<file path="config.mk">
export PLATFORM = sky130hd
export DESIGN_NAME = virtio_available_ring_handler_multi
export DESIGN_NICKNAME = d
export VERILOG_FILES = /design/src/rtl/virtio_available_ring_handler_multi.sv
export SDC_FILE = /design/constraint.sdc
export NUM_CORES = 1
export LEC_CHECK = 0
export BUFFER_PORTS_ARGS = -buffer_cell sky130_fd_sc_hd__buf_2
export CORE_MARGIN = 3
export CORE_UTILIZATION = 25
export CTS_BUF_LIST = sky130_fd_sc_hd__clkbuf_8
export DETAILED_ROUTE_END_ITERATION = 8
export PLACE_DENSITY = 0.4
export SLEW_MARGIN = 20
export SYNTH_ARGS = -nofsm -noshare
export SYNTH_HDL_FRONTEND = slang
export SYNTH_SLANG_ARGS = --single-unit
</file>
<file path="constraint.sdc">
create_clock -name aclk -period 3.45 [get_ports aclk]
set_input_delay 0.69 -clock aclk [delete_from_list [all_inputs] [get_ports aclk]]
set_output_delay 0.69 -clock aclk [all_outputs]
set_load 0.01 [all_outputs]
</file>
<file path="src/rtl/virtio_available_ring_handler_multi.sv">
// Multi-queue virtio available ring handler: tracks avail-index writes and guest notifications, round-robin issues ring reads.
// Optional VIRTIO_AVAILABLE_RING_HANDLER_STATS_EN adds stats_ids, per-queue saturating sums of accepted READ_IDS lengths.
module virtio_available_ring_handler_multi #(
  parameter int QUEUES                 = 4,
  parameter int MAX_BURST_TRANSACTIONS = 16,
  parameter int THRESHOLD_HIGH         = 1024,
  parameter int THRESHOLD_LOW          = 16,
  localparam int QW = (QUEUES > 1) ? $clog2(QUEUES) : 1
) (
  input  logic          aclk,
  input  logic          areset_n,
  input  logic          configure_tvalid,
  output logic          configure_tready,
  input  logic [QW-1:0] configure_tid,
  input  logic [1:0]    configure_tdata,
  input  logic          notify_tvalid,
  output logic          notify_tready,
  input  logic [QW-1:0] notify_tid,
  input  logic          rx_tvalid,
  output logic          rx_tready,
  input  logic [QW-1:0] rx_tid,
  input  logic [15:0]   rx_tdata,
  output logic          tx_tvalid,
  input  logic          tx_tready,
  output logic [1:0]    tx_tid,
  output logic [QW-1:0] tx_tdest,
  output logic [31:0]   tx_tdata,
`ifdef VIRTIO_AVAILABLE_RING_HANDLER_STATS_EN
  output logic [QUEUES*32-1:0] stats_ids,
`endif
  output logic [1:0]    dbg_state
);

  // Handshakes: a beat transfers on a cycle where valid && ready. Once tx_tvalid rises, tx_tid,
  // tx_tdest and tx_tdata hold until that cycle. The input streams are always ready out of reset.
  typedef enum logic [1:0] {S_IDLE, S_ISSUE, S_EVENT_IDX, S_SETTLE} state_t;

  localparam logic [1:0]  TID_IDS = 2'd0;
  localparam logic [1:0]  TID_IDX = 2'd1;
  localparam logic [1:0]  TID_EVT = 2'd2;
  localparam logic [15:0] MAX_LEN = 16'(MAX_BURST_TRANSACTIONS);
  localparam logic [15:0] TH_HIGH = 16'(THRESHOLD_HIGH);
  localparam logic [15:0] TH_LOW  = 16'(THRESHOLD_LOW);

  state_t        state_q, state_d;
  logic [QW-1:0] last_grant_q, last_grant_d;
  logic          ready_q;
  logic          tx_tvalid_q, tx_tvalid_d;
  logic [1:0]    tx_tid_q, tx_tid_d;
  logic [QW-1:0] tx_tdest_q, tx_tdest_d;
  logic [31:0]   tx_tdata_q, tx_tdata_d;

  logic [15:0] wp_q[QUEUES], wp_d[QUEUES];
  logic [15:0] rp_q[QUEUES], rp_d[QUEUES];
  logic [15:0] diff_q[QUEUES], diff_d[QUEUES];
  logic [QUEUES-1:0] notif_q, notif_d, supp_q, supp_d;
  logic [QUEUES-1:0] event_idx_q, event_idx_d, enable_q, enable_d;
  logic [QUEUES-1:0] notify_hit_q, notify_hit_d;
  logic [QUEUES-1:0] pending;

  logic          ids_accept, idx_accept, found;
  logic [QW-1:0] grant, cand;
  logic [15:0]   len_v;

`ifdef VIRTIO_AVAILABLE_RING_HANDLER_STATS_EN
  logic [31:0] stats_q[QUEUES], stats_d[QUEUES];
  logic [32:0] sum_v;
`endif

  assign configure_tready = ready_q;
  assign notify_tready    = ready_q;
  assign rx_tready        = ready_q;
  assign tx_tvalid        = tx_tvalid_q;
  assign tx_tid           = tx_tid_q;
  assign tx_tdest         = tx_tdest_q;
  assign tx_tdata         = tx_tdata_q;
  assign dbg_state        = state_q;

  always_comb begin
    for (int q = 0; q < QUEUES; q++) begin
      pending[q] = enable_q[q] && ((notif_q[q] && !supp_q[q]) || (diff_q[q] != 16'd0));
    end
  end

  // Search starts at the queue after the last grant so every queue gets a turn.
  always_comb begin
    found = 1'b0;
    grant = '0;
    cand  = '0;
    for (int i = 1; i <= QUEUES; i++) begin
      cand = QW'((int'(last_grant_q) + i) % QUEUES);
      if (!found && pending[cand]) begin
        found = 1'b1;
        grant = cand;
      end
    end
  end

  always_comb begin
    state_d      = state_q;
    last_grant_d = last_grant_q;
    tx_tvalid_d  = tx_tvalid_q;
    tx_tid_d     = tx_tid_q;
    tx_tdest_d   = tx_tdest_q;
    tx_tdata_d   = tx_tdata_q;
    ids_accept   = 1'b0;
    idx_accept   = 1'b0;
    len_v        = (diff_q[grant] > MAX_LEN) ? MAX_LEN : diff_q[grant];
    case (state_q)
      S_IDLE: begin
        if (found) begin
          state_d      = S_ISSUE;
          last_grant_d = grant;
          tx_tvalid_d  = 1'b1;
          tx_tdest_d   = grant;
          if (notif_q[grant] && !supp_q[grant]) begin
            tx_tid_d   = TID_IDX;
            tx_tdata_d = '0;
          end else begin
            tx_tid_d   = TID_IDS;
            tx_tdata_d = {len_v, rp_q[grant]};
          end
        end
      end
      S_ISSUE: begin
        if (tx_tready) begin
          if (tx_tid_q == TID_IDS) begin
            ids_accept  = 1'b1;
            tx_tvalid_d = 1'b0;
            state_d     = S_SETTLE;
          end else begin
            idx_accept = 1'b1;
            if (event_idx_q[tx_tdest_q]) begin
              tx_tid_d   = TID_EVT;
              tx_tdata_d = '0;
              state_d    = S_EVENT_IDX;
            end else begin
              tx_tvalid_d = 1'b0;
              state_d     = S_SETTLE;
            end
          end
        end
      end
      S_EVENT_IDX: begin
        if (tx_tready) begin
          tx_tvalid_d = 1'b0;
          state_d     = S_SETTLE;
        end
      end
      S_SETTLE: state_d = S_IDLE;
      default:  state_d = S_IDLE;
    endcase
  end

  // Disable is applied last so it overrides every other update to that queue.
  always_comb begin
    notif_d      = notif_q;
    supp_d       = supp_q;
    event_idx_d  = event_idx_q;
    enable_d     = enable_q;
    notify_hit_d = '0;
`ifdef VIRTIO_AVAILABLE_RING_HANDLER_STATS_EN
    sum_v = '0;
`endif
    for (int q = 0; q < QUEUES; q++) begin
      wp_d[q]   = wp_q[q];
      rp_d[q]   = rp_q[q];
      diff_d[q] = wp_q[q] - rp_q[q];
`ifdef VIRTIO_AVAILABLE_RING_HANDLER_STATS_EN
      stats_d[q] = stats_q[q];
`endif
      notify_hit_d[q] = ready_q && notify_tvalid && (notify_tid == QW'(q)) && enable_q[q];
      if (ready_q && rx_tvalid && (rx_tid == QW'(q)) && enable_q[q]) wp_d[q] = rx_tdata;
      if (ids_accept && (tx_tdest_q == QW'(q)) && enable_q[q]) begin
        rp_d[q] = rp_q[q] + tx_tdata_q[31:16];
`ifdef VIRTIO_AVAILABLE_RING_HANDLER_STATS_EN
        sum_v      = {1'b0, stats_q[q]} + 33'(tx_tdata_q[31:16]);
        stats_d[q] = sum_v[32] ? 32'hFFFF_FFFF : sum_v[31:0];
`endif
      end
      if (idx_accept && (tx_tdest_q == QW'(q))) notif_d[q] = 1'b0;
      if (notify_hit_q[q] && enable_q[q]) notif_d[q] = 1'b1;
      if (!supp_q[q] && (diff_q[q] >= TH_HIGH)) supp_d[q] = 1'b1;
      else if (supp_q[q] && (diff_q[q] <= TH_LOW)) supp_d[q] = 1'b0;
      if (ready_q && configure_tvalid && (configure_tid == QW'(q))) begin
        event_idx_d[q] = configure_tdata[0];
        enable_d[q]    = configure_tdata[1];
        if (enable_q[q] && !configure_tdata[1]) begin
          wp_d[q]         = '0;
          rp_d[q]         = '0;
          notif_d[q]      = 1'b0;
          supp_d[q]       = 1'b0;
          notify_hit_d[q] = 1'b0;
`ifdef VIRTIO_AVAILABLE_RING_HANDLER_STATS_EN
          stats_d[q] = '0;
`endif
        end
      end
    end
  end

  always_ff @(posedge aclk) begin
    if (!areset_n) begin
      state_q      <= S_IDLE;
      last_grant_q <= QW'(QUEUES - 1);
      ready_q      <= 1'b0;
      tx_tvalid_q  <= 1'b0;
      tx_tid_q     <= '0;
      tx_tdest_q   <= '0;
      tx_tdata_q   <= '0;
      wp_q         <= '{default: '0};
      rp_q         <= '{default: '0};
      diff_q       <= '{default: '0};
      notif_q      <= '0;
      supp_q       <= '0;
      event_idx_q  <= '0;
      enable_q     <= '0;
      notify_hit_q <= '0;
`ifdef VIRTIO_AVAILABLE_RING_HANDLER_STATS_EN
      stats_q      <= '{default: '0};
`endif
    end else begin
      state_q      <= state_d;
      last_grant_q <= last_grant_d;
      ready_q      <= 1'b1;
      tx_tvalid_q  <= tx_tvalid_d;
      tx_tid_q     <= tx_tid_d;
      tx_tdest_q   <= tx_tdest_d;
      tx_tdata_q   <= tx_tdata_d;
      wp_q         <= wp_d;
      rp_q         <= rp_d;
      diff_q       <= diff_d;
      notif_q      <= notif_d;
      supp_q       <= supp_d;
      event_idx_q  <= event_idx_d;
      enable_q     <= enable_d;
      notify_hit_q <= notify_hit_d;
`ifdef VIRTIO_AVAILABLE_RING_HANDLER_STATS_EN
      stats_q      <= stats_d;
`endif
    end
  end

`ifdef VIRTIO_AVAILABLE_RING_HANDLER_STATS_EN
  always_comb begin
    for (int q = 0; q < QUEUES; q++) stats_ids[q*32 +: 32] = stats_q[q];
  end
`endif

endmodule

</file>
==> impl_metrics.ini, run 1 <==
[sta]
hold_viol = 0
finalSetupViolCount = 0
period_needed_ps = 3200
skew_ps = 37.0
maxSlewHeadroom_pct = 43.2
whs_ps = 279
tns_ps = 0
max_freq_mhz = 312
worst_pin_slew_ps = 850
slew_violations = 0
rsz0062_at_grt = no
fin_crit_sh_pct = 92.9

[floorplanning]
dieArea_sq_um = 64400
start_util_pct = 25.3
die_x_um = 254
rows = 90
die_h_um = 254
core_area_sq_um = 60600
pin_count = 72

[run_status]
outcome = complete, no violations

[yosys]
yosys-top-cells-count = 254 x dfxtp_1, 252 x nand2_1, 192 x a21oi_1
netlist_instances = 1865
yosysSeqAreaShare_pct = 33.1
avgSynthCellArea_sq_um = 8.23
synth_nets = 2028
synth_seq_cells = 254
synth_top_area_share_pct = 33.1
synth_edf_count = 0
yosysUniqueCellTypes = 80
yosys_warnings = 0
yosys-top-cells-area = dfxtp_1 33%, ha_1 10%, a21oi_1 6.3%
syn-cell-area_sq_um = 15300
synthArstFlopShare_pct = 0
yosysMostFrequentCell = dfxtp_1
synthFlopType = dfxtp_1
synth_top_area_cell = dfxtp_1

[clocking]
h-tree-depth = 2
root_buffer = clkbuf_8
cts_buffers = 50
cts.clk_slew.worst_paths_ps = 60
clkSinkCount = 254
max-clock-path-buffers = 3
clock_latency_ps = 640
tritoncts = done

[worst_setup_path]
reg2regPathDepth = 9
crit-reg2reg-launch = diff_q[48]
arrival_ps = 3700
endpoint_kind = flop
critPathKind = flop to flop
path_max_fanout = 30
rr_endpoint = tx_tdata[13]
start_kind = flop
required_ps = 3940
r2r_setup_slack_ps = 250

[flow_run]
maxCapViolCount = 0

[min_path]
min_path_cells = 2
worstHoldPathType = input port to flop
whs_endpoint = notify_hit_q[0]
hp-start = notify_tid[1]

[detailed_routing]
vias_per_cell = 4.98
drtAntennaViolNets = 0
initialDrtViolationCount = 993
wire_per_inst_um = 20.2
finalWirelength_um = 56500
firstDrtPassIters = 5
vias = 13953
drc = 0

[global_routing]
grt_pass1_wl_um = 84400
grt_start_max_net_pins = 60
grt_pass1_vias = 13189
track_usage_pct = 17.5
overflow = 0
antenna_found_initial = 3

[placement]
dp_hpwl_um = 43500
port_buffers = 71
gp_congestion = 0.841

[layout]
area_growth_pct = 17.1
fillers = 6581
nets = 2141
layout-drive-gt1-share_pct = 12.9

[power]
ir_drop_mv = 0.220
p_leak_nw = 7.51
power_density_nw_per_um2 = 374
==> worst max-delay path by stage <==
stage                  from      endpoint  slack, ps
4_1_cts          diff_q[42]  tx_tdata[15]        250
6_report         diff_q[48]  tx_tdata[13]        250
2_1_floorplan  tx_tdata[16]      rp_q[30]        600
5_1_grt        tx_tdata[16]      rp_q[30]         50
3_5_place_dp     diff_q[42]  tx_tdata[15]        230
3_3_place_gp     diff_q[48]  tx_tdata[14]        250
==> power breakdown <==
group          switching, mW  total [mW]  internal, mW  leakage (nW)
sequential            0.0187        2.98          2.96          2.05
combinational          0.401       0.574         0.173          4.87
clock                   1.43        3.16          1.73         0.597
total                   1.85        6.71          4.86          7.51
==> repair_timing <==
action | 4_1_cts | 5_1_grt
gates resized for setup | 0 | 3
setup endpoints to repair | 0 | 4
hold buffers | 0 | 0
setup buffers | 0 | 2
==> cell usage in the layout, fill, tap and decap left out, types with 6 or more instances in the layout <==
master and n:
a211o_1 10, a211oi_1 24, a211oi_2 11, a21o_1 32
a21oi_1 192, a22o_1 16, a31oi_1 18, and2_1 8
and3_1 36, buf_2 71, buf_4 60, clkbuf_8 64
dfxtp_1 253, fa_1 8, ha_1 125, inv_1 109
mux2i_1 87, nand2_1 252, nand2b_1 19, nand3_1 49
nand4_1 9, nor2_1 157, nor2b_1 20, nor3_1 67
nor3b_1 15, nor4_1 12, o211ai_1 7, o21a_1 11
o21ai_0 40, o22ai_1 6, o31ai_1 23, or2_2 9
or3_1 18, or4_1 6, xnor2_1 40, xor2_1 31
==> flip-flops by register name, indices dropped and copies added, names as in the netlist <==
register and cells:
configure_tready 1, dbg_state 2, diff_q 64, enable_q 4
event_idx_q 4, last_grant_q 2, notif_q 4, notify_hit_q 4
rp_q 64, supp_q 4, tx_tdata 32, tx_tdest 2
tx_tid 2, tx_tvalid 1, wp_q 64
==> per-layer routing <==
metal  global-route usage [%]  vias to the layer above  share of wire [%]
met1                     26.1                     6617                 51
met5                        0                        -                  0
li1                         -                     6918                  -
met2                     25.3                      334                 41
met3                     3.35                       84                5.8
met4                     5.41                        0                2.6
==> stage by stage <==
step / setup WS (ps) / cell area, sq um / total power [mW] / cells / utilization [%]
floorplan: 604 / 15300 / 3.37 / 1865 / -
global placement: 247 / 16900 / 3.61 / 2706 / 27.9
detailed placement: 234 / 16900 / 3.61 / 2706 / 27.9
CTS: 251 / 17900 / 6.83 / 2797 / 29.6
global route: 54.9 / 18000 / 7.01 / 2799 / 29.6
finish: 246 / 18000 / 6.71 / 2801 / 29.6
==> worst max-delay path, cell delays in order (launching register included) <==
cell      delay, ps
dfxtp_1         320
nor4_1          590
nand2_1         180
o31a_1          350
o311ai_4        470
a21o_2          190
buf_12          250
mux2i_1         440
a22o_1          210
a211oi_2         50
==> logic make-up (layout without fill, tap and decap cells) <==
group                      Yosys count  count (layout)  synth area share [%]
adders and majority gates          133             133                  11.2
xor gates and xnor gates            71              71                  4.05
AOI/OAI and AO/OA                  451             451                  19.5
other                                0               2                     0
and+or+nand+nor                    699             699                  21.6
muxes                               92              92                  6.12
buffers and inverters              165             317                  4.31
DFF                                254             254                  33.1
==> final cells by class <==
cell class	instances	area, sq um	area share (%)
Clock buffer	64	881	4.90
Antenna cell	2	5.00	0.0279
Tap cell	782	978	5.45
Clock inverter	27	144	0.801
Multi-Input combinational cell	1446	9620	53.6
Timing Repair Buffer	136	906	5.04
Inverter	90	339	1.89
Sequential cell	254	5090	28.3
No activity file was read; power rests on OpenSTA's default activity.
==> run 2, diff against run 1 <==
Clock period 3.45 ns to 3.6 ns, I/O delays scaled along.
==> impl_metrics.ini, run 2 (synthesized netlist as in run 1, its figures left out) <==
[clocking]
h-tree-depth = 2
tritoncts = done
cts_buffers = 49
cts.clk_slew.worst_paths_ps = 60
clkSinkCount = 254
root_buffer = clkbuf_8
max-clock-path-buffers = 3
clock_latency_ps = 620

[worst_setup_path]
required_ps = 4140
critPathKind = flop to flop
worst-path-buf-inv = 1
critPathTopFamily = simple AND/OR/NAND/NOR gates
arrival_ps = 3800
critPathSlowestCell = nor4_1
crit_chain = nor4_1, nand2_1, o31a_1, o311ai_4, a211oi_1, nor4_2, nor2_4, buf_4, a211oi_2
start_kind = flop
endpoint_kind = flop
max_stage_delay_ps = 570
path_max_fanout = 9

[layout]
nets = 2120
multiInputGateArea_sq_um = 9610
final_cell_mix = 253 x dfxtp_1, 252 x nand2_1, 192 x a21oi_1
area_growth_pct = 15.7
top_regs = diff_q: 64 flops, rp_q: 64 flops, wp_q: 64 flops
layout-drive-gt1-share_pct = 12.0
final_common_cell = dfxtp_1
regArea_sq_um = 5090
fillers = 6531
final_area_sq_um = 17700

[sta]
worst_pin_slew_ps = 842
maxSlewHeadroom_pct = 43.7
slew_violations = 0
tns_ps = 0
whs_ps = 332
max_freq_mhz = 307
rsz0062_at_grt = no
setup_ws_ps = 342
skew_ps = 21.2
fin_crit_sh_pct = 90.5
hold_viol = 0
period_needed_ps = 3260
finalSetupViolCount = 0

[placement]
dp_hpwl_um = 43200
place_area_sq_um = 16700
port_buffers = 71
dpl_worst_slack_ps = 293
gp_congestion = 0.808

[floorplanning]
die_x_um = 254
core_area_sq_um = 60600
rows = 90
die_h_um = 254
pin_count = 72
start_util_pct = 25.3
dieArea_sq_um = 64400

[power]
switching_share_pct = 27.1
p_leak_nw = 7.37
seq_power_share_pct = 44.2
clkPwrFrac_pct = 47.6
ir_drop_mv = 0.227
intPower_mw = 4.71
power.total_mw = 6.46
p_switching_mw = 1.75
p_comb_share_pct = 8.3
power_density_nw_per_um2 = 364

[global_routing]
overflow = 0
track_usage_pct = 17.4
grtUsageMet3_pct = 2.97
grt_pass1_wl_um = 84200
grt_pass1_vias = 13289
antenna_found_initial = 4
top_usage_layer = met2
grt.met1_usage_pct = 25.5
grt_start_max_net_pins = 60
use_met2_pct = 25.9

[detailed_routing]
vias_per_cell = 5.00
vias = 13855
drc = 0
finalWirelength_um = 56300
initialDrtViolationCount = 805
drtAntennaViolNets = 0
firstDrtPassIters = 5
wire_per_inst_um = 20.3

[flow_run]
maxCapViolCount = 0

[min_path]
worstHoldPathType = input port to flop

[run_status]
outcome = complete, no violations
[run 2: changes by cell type in the layout (fill, tap and decap cells not counted), moves of 2 or more]
cell,before,now
buf_4,60,43
inv_1,109,103
clkbuf_8,64,61
bufinv_16,1,3
buf_12,5,2
clkinvlp_4,2,0
clkinv_2,4,6
[run 2: timing repair]
item                       CTS  global route
setup endpoints to repair    0             1
buffers inserted             0             0
hold buffers                 0             0
gates resized for setup      0             1
[run 2: stage by stage]
step	util, %	std cells
CTS	29.3	2771
finish	29.3	2772
detailed placement	27.6	2688
floorplan	-	1865
global route	29.3	2771
global placement	27.6	2688
[run 2: worst paths after layout]
path,startpoint,end,slack [ps],cells after the start
worst min-delay path,notify_tid[0],notify_hit_q[2],330,2
worst max-delay path,diff_q[48],tx_tdata[14],340,9
worst min register to register,notify_hit_q[2],notif_q[2],460,2
worst max register to register,diff_q[48],tx_tdata[14],340,9
[run 2: power groups by stage]
stage	logic, mW	clock network (mW)	registers (mW)
3_5_place_dp	0.533	0	2.92
2_1_floorplan	0.316	0	2.92
3_3_place_gp	0.530	0	2.91
5_1_grt	0.586	3.31	2.86
4_1_cts	0.534	3.22	2.85
6_report	0.534	3.07	2.85
[run 2: cell type report]
type                       count  area share, %
tap                          782           5.51
timing repair buffer         116           4.05
clock buffer                  61           4.73
antenna                        1         0.0141
inverter                      90           1.91
multi-input combinational   1446           54.2
sequential                   254           28.7
clock inverter                22          0.945
[run 2: worst reg2reg max path, stage by stage (launching register included)]
cell,delay [ps]
dfxtp_1,310
nor4_1,570
nand2_1,180
o31a_1,390
o311ai_4,500
a211oi_1,150
nor4_2,500
nor2_4,160
buf_4,240
a211oi_2,180
[run 2: metal layers]
layer	vias up	part of all wire [%]
li1	6861	-
met1	6596	51
met2	330	41
met3	68	5.3
met4	0	2.5
met5	-	0
==> run 3, diff against run 2 <==
Settings changed: ABC_AREA from default to 1, CORE_UTILIZATION 25 to 55, PLACE_DENSITY 0.4 to 0.82.
==> impl_metrics.ini, run 3 <==
[power]
ir_drop_mv = 0.493
intPower_mw = 5.62
p_switching_mw = 3.69
power.total_mw = 9.32
p_leak_nw = 8.09
clkPwrFrac_pct = 32.4
seq_power_share_pct = 33.4
p_comb_share_pct = 34.2
switching_share_pct = 39.7
power_density_nw_per_um2 = 546

[layout]
multiInputGateArea_sq_um = 8730
final_util_pct = 62.8
insertedDiodeCount = 0
top_regs = diff_q: 64 flops, rp_q: 64 flops, wp_q: 64 flops
nets = 2406
finalNonFillerCells = 2650
fillers = 2479
final_common_cell = nand2_1
regArea_sq_um = 5080
final_area_sq_um = 17100
area_growth_pct = 11.4
layout-drive-gt1-share_pct = 9.31
final_cell_mix = 373 x nand2_1, 323 x inv_1, 267 x a21oi_1

[yosys]
avgSynthCellArea_sq_um = 7.06
netlist_instances = 2172
synth_mux_area_share_pct = 0.914
synthXorXnorAreaFrac_pct = 2.56
yosysMostFrequentCell = nand2_1
yosysUniqueCellTypes = 55
synth_top_area_share_pct = 33.2
synth_nets = 2335
synth_top_area_cell = dfxtp_1
synth-compound-area-share_pct = 21.8
syn-cell-area_sq_um = 15300
synth_seq_cells = 254
yosys_warnings = 0
yosys.area_share.simple_pct = 20.2
synth_fa_ha_area_share_pct = 11.2
yosys-top-cells-area = dfxtp_1 33%, ha_1 10%, nand2_1 9.1%
synthFlopType = dfxtp_1
synthArstFlopShare_pct = 0
synth_edf_count = 0
synth_top_family_by_area = compound AO/OA/AOI/OAI gates
yosys-top-cells-count = 373 x nand2_1, 316 x inv_1, 267 x a21oi_1
yosysSeqAreaShare_pct = 33.2

[worst_setup_path]
crit-reg2reg-launch = last_grant_q[0]
path_common_cell = nand3_1
critPathSlowestCell = dfxtp_1
required_ps = 4090
max_stage_delay_ps = 550
worst-path-buf-inv = 3
crit_start = last_grant_q[0]
crit_chain = inv_1, nand3_1, nand2_2, o21ai_4, nand3_1, o21ai_2, buf_4, nand3_1, nand2_1, inv_1, nor2_1, nand4_1, a21oi_1
critPathTopFamily = simple AND/OR/NAND/NOR gates
arrival_ps = 3800
critPathKind = flop to flop
endpoint_kind = flop
path_max_fanout = 20
start_kind = flop

[global_routing]
track_usage_pct = 31.4
grt_pass1_vias = 14190
top_usage_layer = met2
grt_pass1_wl_um = 75200
grt_start_max_net_pins = 53
overflow = 0
use_met2_pct = 50.0
antenna_found_initial = 0
grtUsageMet3_pct = 4.37
grt.met1_usage_pct = 42.2

[placement]
port_buffers = 71
place_area_sq_um = 16000
gp_congestion = 0.981
dp_hpwl_um = 37500
dp_cells = 2568

[floorplanning]
rows = 60
die_x_um = 173
dieArea_sq_um = 29900
die_h_um = 173
core_area_sq_um = 27200
pin_count = 72
start_util_pct = 56.4

[run_status]
outcome = complete, no violations

[min_path]
worstHoldPathType = input port to flop
hp-start = notify_tid[1]

[detailed_routing]
drtAntennaViolNets = 0
finalWirelength_um = 48900
wire_per_inst_um = 18.5
vias = 15357
initialDrtViolationCount = 1563
firstDrtPassIters = 6
drc = 0
vias_per_cell = 5.80

[clocking]
cts.clk_slew.worst_paths_ps = 60
h-tree-depth = 2
hold_buffers = 0
clock_latency_ps = 570
cts_buffers = 45
clkSinkCount = 254
root_buffer = clkbuf_8
max-clock-path-buffers = 3
tritoncts = done

[sta]
fin_crit_sh_pct = 91.8
hold_viol = 0
worst_pin_slew_ps = 927
rsz0062_at_grt = no
maxSlewHeadroom_pct = 38.2
tns_ps = 0
max_freq_mhz = 303
skew_ps = 26.6
period_needed_ps = 3310
slew_violations = 0
finalSetupViolCount = 0

[flow_run]
maxCapViolCount = 0
-- run 3: metal layers --
layer | part of all wire, % | routed length [um]
met5 | 0 | 0
met4 | 5.4 | 2620
met3 | 8.6 | 4230
met2 | 44 | 21600
met1 | 42 | 20500
-- run 3: area by class of cell --
class                   count  area share [%]
clock buffers              63            5.08
clock inverters            19           0.960
inverters                 323            7.10
multi-input cells        1522            51.1
flip-flops and latches    254            29.8
well taps                 372            2.73
repair buffers             97            3.22
-- run 3: kinds of logic (layout without fill, tap and decap cells) --
logic type	Yosys count	after routing
and+or+nand+nor	729	729
AOI/OAI and AO/OA	602	602
buffers and inverters	396	502
DFF	254	254
adders and majority gates	133	133
xor gates and xnor gates	44	44
muxes	14	14
-- run 3: final timing paths --
kind / endpoint / slack (ps) / cells after the start
worst max-delay path: tx_tdata[17] / 290 / 13
worst min-delay path: notify_hit_q[0] / 410 / 2
worst max register to register: tx_tdata[17] / 290 / 13
worst min register to register: tx_tvalid / 440 / 2
-- run 3: worst register-to-register path: stages (launching register included) --
cell and delay (ps):
dfxtp_1 550, inv_1 220, nand3_1 180, nand2_2 100, o21ai_4 260, nand3_1 180
o21ai_2 530, buf_4 390, nand3_1 150, nand2_1 100, inv_1 50, nor2_1 120
nand4_1 220, a21oi_1 190
-- run 3: power by group through the flow --
stage	combinational [mW]	sequential, mW	clock, mW
after floorplan	2.41	3.12	0
after global placement	3.05	3.16	0
after detailed placement	3.10	3.17	0
after CTS	3.12	3.11	3.04
after global routing	3.51	3.13	3.17
final	3.18	3.11	3.02
-- run 3: per-stage QoR --
step,hold slack [ps],worst slack (ps)
global route,415,12.0
finish,414,295
floorplan,443,850
global placement,436,473
detailed placement,435,321
CTS,390,212
-- run 3: timing repair --
action,in CTS,in global routing
gates resized for setup,0,2
setup endpoints to repair,0,1
buffers inserted,0,0
